===== config.mk =====
export PLATFORM = sky130hd
export DESIGN_NAME = watch_alarm
export DESIGN_NICKNAME = d
export VERILOG_FILES = /design/src/rtl/watch_alarm.sv
export SDC_FILE = /design/constraint.sdc
export NUM_CORES = 1
export LEC_CHECK = 0
export CAP_MARGIN = 20
export CORE_MARGIN = 3
export CORE_UTILIZATION = 50
export DETAILED_ROUTE_END_ITERATION = 10
export GPL_TIMING_DRIVEN = 0
export PLACE_DENSITY = 0.85
export RECOVER_POWER = 25
export SYNTH_ARGS = -nofsm -noshare
export SYNTH_HDL_FRONTEND = slang
export SYNTH_SLANG_ARGS = --single-unit

===== constraint.sdc =====
create_clock -name Clk_5sec -period 4.3 [get_ports Clk_5sec]
set_input_delay 1.29 -clock Clk_5sec [delete_from_list [all_inputs] [get_ports Clk_5sec]]
set_output_delay 1.29 -clock Clk_5sec [all_outputs]
set_load 0.03 [all_outputs]

===== src/rtl/watch_alarm.sv =====
// Alarm controller fed by the watch time counter: holds an alarm time, rings on match,
// and supports snooze (with hour/day wrap), manual stop and an automatic ring timeout.
module watch_alarm #(
    parameter int SNOOZE_MIN     = 5,
    parameter int RING_LIMIT_SEC = 60
) (
    input  logic       Clk_5sec,
    input  logic       reset,
    input  logic [5:0] seconds,
    input  logic [5:0] minutes,
    input  logic [4:0] hours,
    input  logic       arm,
    input  logic       set_en,
    input  logic [4:0] set_hours,
    input  logic [5:0] set_minutes,
    input  logic       snooze,
    input  logic       stop,
    output logic       alarm_out,
    output logic       armed,
    output logic       snoozing,
    output logic       set_err,
    output logic [4:0] alarm_hours,
    output logic [5:0] alarm_minutes
);

    typedef enum logic [1:0] {
        S_IDLE    = 2'd0,
        S_ARMED   = 2'd1,
        S_RINGING = 2'd2,
        S_SNOOZE  = 2'd3
    } state_t;

    localparam logic [7:0] RING_LAST = 8'(RING_LIMIT_SEC - 1);
    localparam logic [6:0] SNZ_ADD   = 7'(SNOOZE_MIN);

    // Handshake note: there is no valid/ready pairing here; every input is a level
    // sampled on each rising edge and every output is a register updated on that edge.

    state_t      state;
    state_t      state_nxt;
    logic [16:0] prev_time;
    logic [4:0]  snz_hours;
    logic [4:0]  snz_hours_nxt;
    logic [5:0]  snz_minutes;
    logic [5:0]  snz_minutes_nxt;
    logic [7:0]  ring_cnt;
    logic [7:0]  ring_cnt_nxt;

    logic        new_time;
    logic        on_minute;
    logic        alarm_match;
    logic        snooze_match;
    logic [6:0]  snz_sum;
    logic [6:0]  snz_wrap;
    logic        snz_carry;
    logic [5:0]  snz_min_calc;
    logic [4:0]  snz_hr_calc;
    logic        set_ok_state;
    logic        set_bad;

    assign new_time     = {hours, minutes, seconds} != prev_time;
    assign on_minute    = new_time && (seconds == 6'd0);
    assign alarm_match  = on_minute && (hours == alarm_hours) && (minutes == alarm_minutes);
    assign snooze_match = on_minute && (hours == snz_hours) && (minutes == snz_minutes);

    // Snooze target: minutes wrap mod 60, a single carry bumps the hour mod 24.
    assign snz_sum      = {1'b0, minutes} + SNZ_ADD;
    assign snz_carry    = snz_sum >= 7'd60;
    assign snz_wrap     = snz_sum - 7'd60;
    assign snz_min_calc = snz_carry ? snz_wrap[5:0] : snz_sum[5:0];
    assign snz_hr_calc  = !snz_carry ? hours : ((hours == 5'd23) ? 5'd0 : hours + 5'd1);

    assign set_ok_state = (state == S_IDLE) || (state == S_ARMED);
    assign set_bad      = (set_hours > 5'd23) || (set_minutes > 6'd59);

    always_comb begin
        state_nxt       = state;
        ring_cnt_nxt    = ring_cnt;
        snz_hours_nxt   = snz_hours;
        snz_minutes_nxt = snz_minutes;
        if (!arm) begin
            state_nxt    = S_IDLE;
            ring_cnt_nxt = 8'd0;
        end else begin
            case (state)
                S_IDLE: state_nxt = S_ARMED;
                S_ARMED: begin
                    if (alarm_match) begin
                        state_nxt    = S_RINGING;
                        ring_cnt_nxt = 8'd0;
                    end
                end
                S_RINGING: begin
                    if (stop) begin
                        state_nxt = S_ARMED;
                    end else if (snooze) begin
                        state_nxt       = S_SNOOZE;
                        snz_hours_nxt   = snz_hr_calc;
                        snz_minutes_nxt = snz_min_calc;
                    end else if (new_time) begin
                        ring_cnt_nxt = ring_cnt + 8'd1;
                        if (ring_cnt == RING_LAST) begin
                            state_nxt = S_ARMED;
                        end
                    end
                end
                S_SNOOZE: begin
                    if (stop) begin
                        state_nxt = S_ARMED;
                    end else if (snooze_match) begin
                        state_nxt    = S_RINGING;
                        ring_cnt_nxt = 8'd0;
                    end
                end
                default: state_nxt = S_IDLE;
            endcase
        end
    end

    always_ff @(posedge Clk_5sec or negedge reset) begin
        if (!reset) begin
            state         <= S_IDLE;
            prev_time     <= 17'd0;
            snz_hours     <= 5'd0;
            snz_minutes   <= 6'd0;
            ring_cnt      <= 8'd0;
            alarm_hours   <= 5'd0;
            alarm_minutes <= 6'd0;
            alarm_out     <= 1'b0;
            armed         <= 1'b0;
            snoozing      <= 1'b0;
            set_err       <= 1'b0;
        end else begin
            state       <= state_nxt;
            prev_time   <= {hours, minutes, seconds};
            snz_hours   <= snz_hours_nxt;
            snz_minutes <= snz_minutes_nxt;
            ring_cnt    <= ring_cnt_nxt;
            alarm_out   <= state_nxt == S_RINGING;
            armed       <= state_nxt != S_IDLE;
            snoozing    <= state_nxt == S_SNOOZE;
            set_err     <= set_en && set_ok_state && set_bad;
            // Match above used the old alarm value; a new one applies from the next edge.
            if (set_en && set_ok_state && !set_bad) begin
                alarm_hours   <= set_hours;
                alarm_minutes <= set_minutes;
            end
        end
    end

endmodule


==> run_results.csv <==
group,metric,value,unit
sta,whs,0.546,ns
synthesis,synth-edff-count,0,
pwr,intPower,817,uW
clock_tree,cts-resized-gates,0,
synthesis,yosys.area_share.simple,15.8,%
final_layout,nets,368,
synthesis,synth-seq-cells,53,
sta,fmax,273,MHz
synthesis,synth_area_leaders,"dfrtp_1 45%, xnor2_1 7.2%, mux2_2 5.4%",
synthesis,synth_top_cell_area_share,45.2,%
routing,avgViaCountPerCell,5.49,
clock_tree,hold_buffers,0,
floorplan,core,5610,um2
status,status,"finished with violations",
pwr,ir_drop,0.000181,V
clock_tree,cts-root-buf,"clkbuf_8",
synthesis,ys.flop_type,"dfrtp_1",
place,gp_routability_congestion,0.850,
floorplan,initial_core_util,52.3,%
min_path,hp-class,"reg -> reg",
synthesis,async_flop_share,100,%
final_layout,final_common_cell,"dfrtp_1",
synthesis,syn_nets,312,
floorplan,num_rows,27,
floorplan,die_w,82.6,um
sta,worstMarginPinSlew,2.16,ns
floorplan,die_area,6830,um2
critical_path,crit_arrival,3.89,ns
floorplan,pin_count,49,
synthesis,synth_cells,273,
sta,hold_viol_final,0,
synthesis,synth_xor_xnor_area_share,14.7,%
routing,remaining_drc_errors,0,
status,violations,"max-capacitance violations, max-slew violations",
synthesis,synth_top_area_cell,"dfrtp_1",
grt,grt_pass1_wl,10700,um
routing,wl_per_cell,15.4,um
synthesis,synth_top_family_by_area,"simple AND/OR/NAND/NOR gates",
synthesis,synth_compound_area_share,11.0,%
pwr,switching_power,314,uW
clock_tree,clk_latency,0.31,ns
clock_tree,h-tree-depth,2,
grt,grt_max_degree,42,
synthesis,synthAdderAreaFrac,2.13,%
clock_tree,cts_tree,"done",
sta,min_period,3.66,ns
critical_path,r2r_start,"state[1]",
synthesis,netlist_area,2940,um2
sta,slew_headroom,-43.8,%
critical_path,critPathLaunchType,"input port",
sta,slew_viol_final,42,
critical_path,cp_data_required_time,4.53,ns
pwr,power_density,313,nW/um2
synthesis,synthMuxAreaShare,6.73,%
grt,overflow,0,
clock_tree,numClockSinks,53,
floorplan,die_y,82.6,um
sta,finalSetupViolations,0,
place,dp_cells,394,
sta,setup_tns,0,ns
run,cap_violations,1,
pwr,p_sw_share,27.7,%
final_layout,layout_common_cells,"53 x dfrtp_1, 47 x clkdlybuf4s50_1, 24 x xnor2_1, 21 x nor2_1, 18 x xor2_1",
synthesis,ys_types,52,
routing,drtIter0Drc,94,
synthesis,synth.avg_cell_area,10.8,um2
pwr,combPwrFrac,21.4,%
clock_tree,cts_setup_buffers,0,
routing,drt_wl_total,6180,um
final_layout,final_core_util,64.5,%
clock_tree,cts-buffers-inserted,5,
final_layout,finalNonFillerCells,402,
sta,period_share,85.0,%
final_layout,num_antenna_cells,0,
grt,grt_pass1_vias,2276,
routing,drtPass1Iterations,4,
critical_path,end_kind,"register",
grt,track_usage,20.2,%
place,dp_hpwl,4750,um
routing,vias,2208,
final_layout,area_growth,23.3,%
synthesis,seq_area_frac_synth,45.2,%
place,numPortBuffers,48,
clock_tree,clock_path_buffers,2,
synthesis,synth_warnings,0,
final_layout,drive_above_1_share,13.9,%
sta,rsz0062_at_grt,"false",
routing,antenna_left,0,
clock_tree,clkTransAtPathRegs,0.10,ns
pwr,pwr-share-clk,30.5,%
sta,finalClockSkew,0.00816,ns
grt,antenna_found_initial,0,
critical_path,worst-setup-path-type,"in -> reg",
pwr,sequentialPowerShare,48.1,%
min_path,hold_start,"snz_minutes[4]",
critical_path,startpoint,"minutes[0]",
pwr,p_leak,0.00150,uW
critical_path,critPathMaxFanout,8,
per-stage QoR:
stage / instance area, um2 / setup WS (ns) / power (uW)
2_1_floorplan: 2940 / 1.09 / 691
3_3_place_gp: 3510 / 0.404 / 791
3_5_place_dp: 3520 / 0.321 / 798
4_1_cts: 3640 / 0.639 / 1140
5_1_grt: 3620 / 0.326 / 1190
6_report: 3620 / 0.643 / 1130
sequential cells by signal, summed over array words and instances, names as in the netlist:
signal,count
alarm_out,1
snoozing,1
snz_hours,5
ring_cnt,8
armed,1
snz_minutes,6
set_err,1
prev_time,17
alarm_minutes,6
alarm_hours,5
state,2
cell usage after synthesis (2+ instances only):
cell type,instances
o21ai_1,2
o21ai_0,12
o311ai_1,2
and3_1,3
a21oi_1,8
or4_1,2
nor2b_1,2
mux2i_1,4
buf_6,6
o211ai_1,2
nand2_1,16
xnor2_1,24
a21boi_0,4
and2_1,3
nand2b_1,2
nand4_1,9
nand3_1,9
and3b_1,2
buf_2,2
nor4_1,5
inv_1,5
xor2_1,18
a31oi_1,3
xnor2_2,4
buf_4,2
clkbuf_1,5
or3_1,2
mux2_2,14
dfrtp_1,53
nor2_1,21
o22ai_1,2
ha_1,5
layout make-up:
class	instances	area, um2
Tap cell	72	90.1
Inverter	5	18.8
Clock buffer	5	68.8
Sequential cell	53	1330
Timing Repair Buffer	49	478
Buffer	15	111
Fill cell	458	1990
Multi-Input combinational cell	200	1480
Clock inverter	3	46.3
metal layers:
layer	up-vias	global-route usage, %	wire length (um)
met2	68	33.6	3030
met1	1059	27.1	2700
li1	1077	-	-
met5	-	0	0
met4	0	4.41	53
met3	4	4.45	400
power groups by stage:
stage | sequential (uW) | combinational (uW) | clock (uW)
after floorplan | 583 | 108 | 0
after global placement | 554 | 237 | 0
after detailed placement | 554 | 244 | 0
after CTS | 545 | 247 | 352
after global routing | 548 | 261 | 376
final | 544 | 242 | 345
final timing paths:
kind	to	slack, ns	cells after the start
min in group asynchronous	armed	0.97	1
worst min register to register	snz_minutes[4]	0.55	1
max in group asynchronous	snz_minutes[1]	0.89	2
worst max-delay path	snz_hours[3]	0.64	9
worst max register to register	snz_hours[3]	2.08	6
worst min-delay path	snz_minutes[4]	0.55	1
logic make-up after synthesis:
logic type | Yosys count
adder cells (fa/ha/maj) | 5
AND/OR/NAND/NOR | 86
flip-flops | 53
XOR/XNOR | 46
multiplexers | 18
buffers and inverters | 20
AO/OA/AOI/OAI | 45
critical path, stage by stage:
cell and delay (ns):
clkdlybuf4s50_1 0.47, ha_1 0.29, xnor2_1 0.26, ha_1 0.22, a21boi_0 0.15, a221oi_4 0.39
nor2_4 0.11, or4_1 0.51, a31oi_1 0.20
No activity file was read; power rests on OpenSTA's default activity.
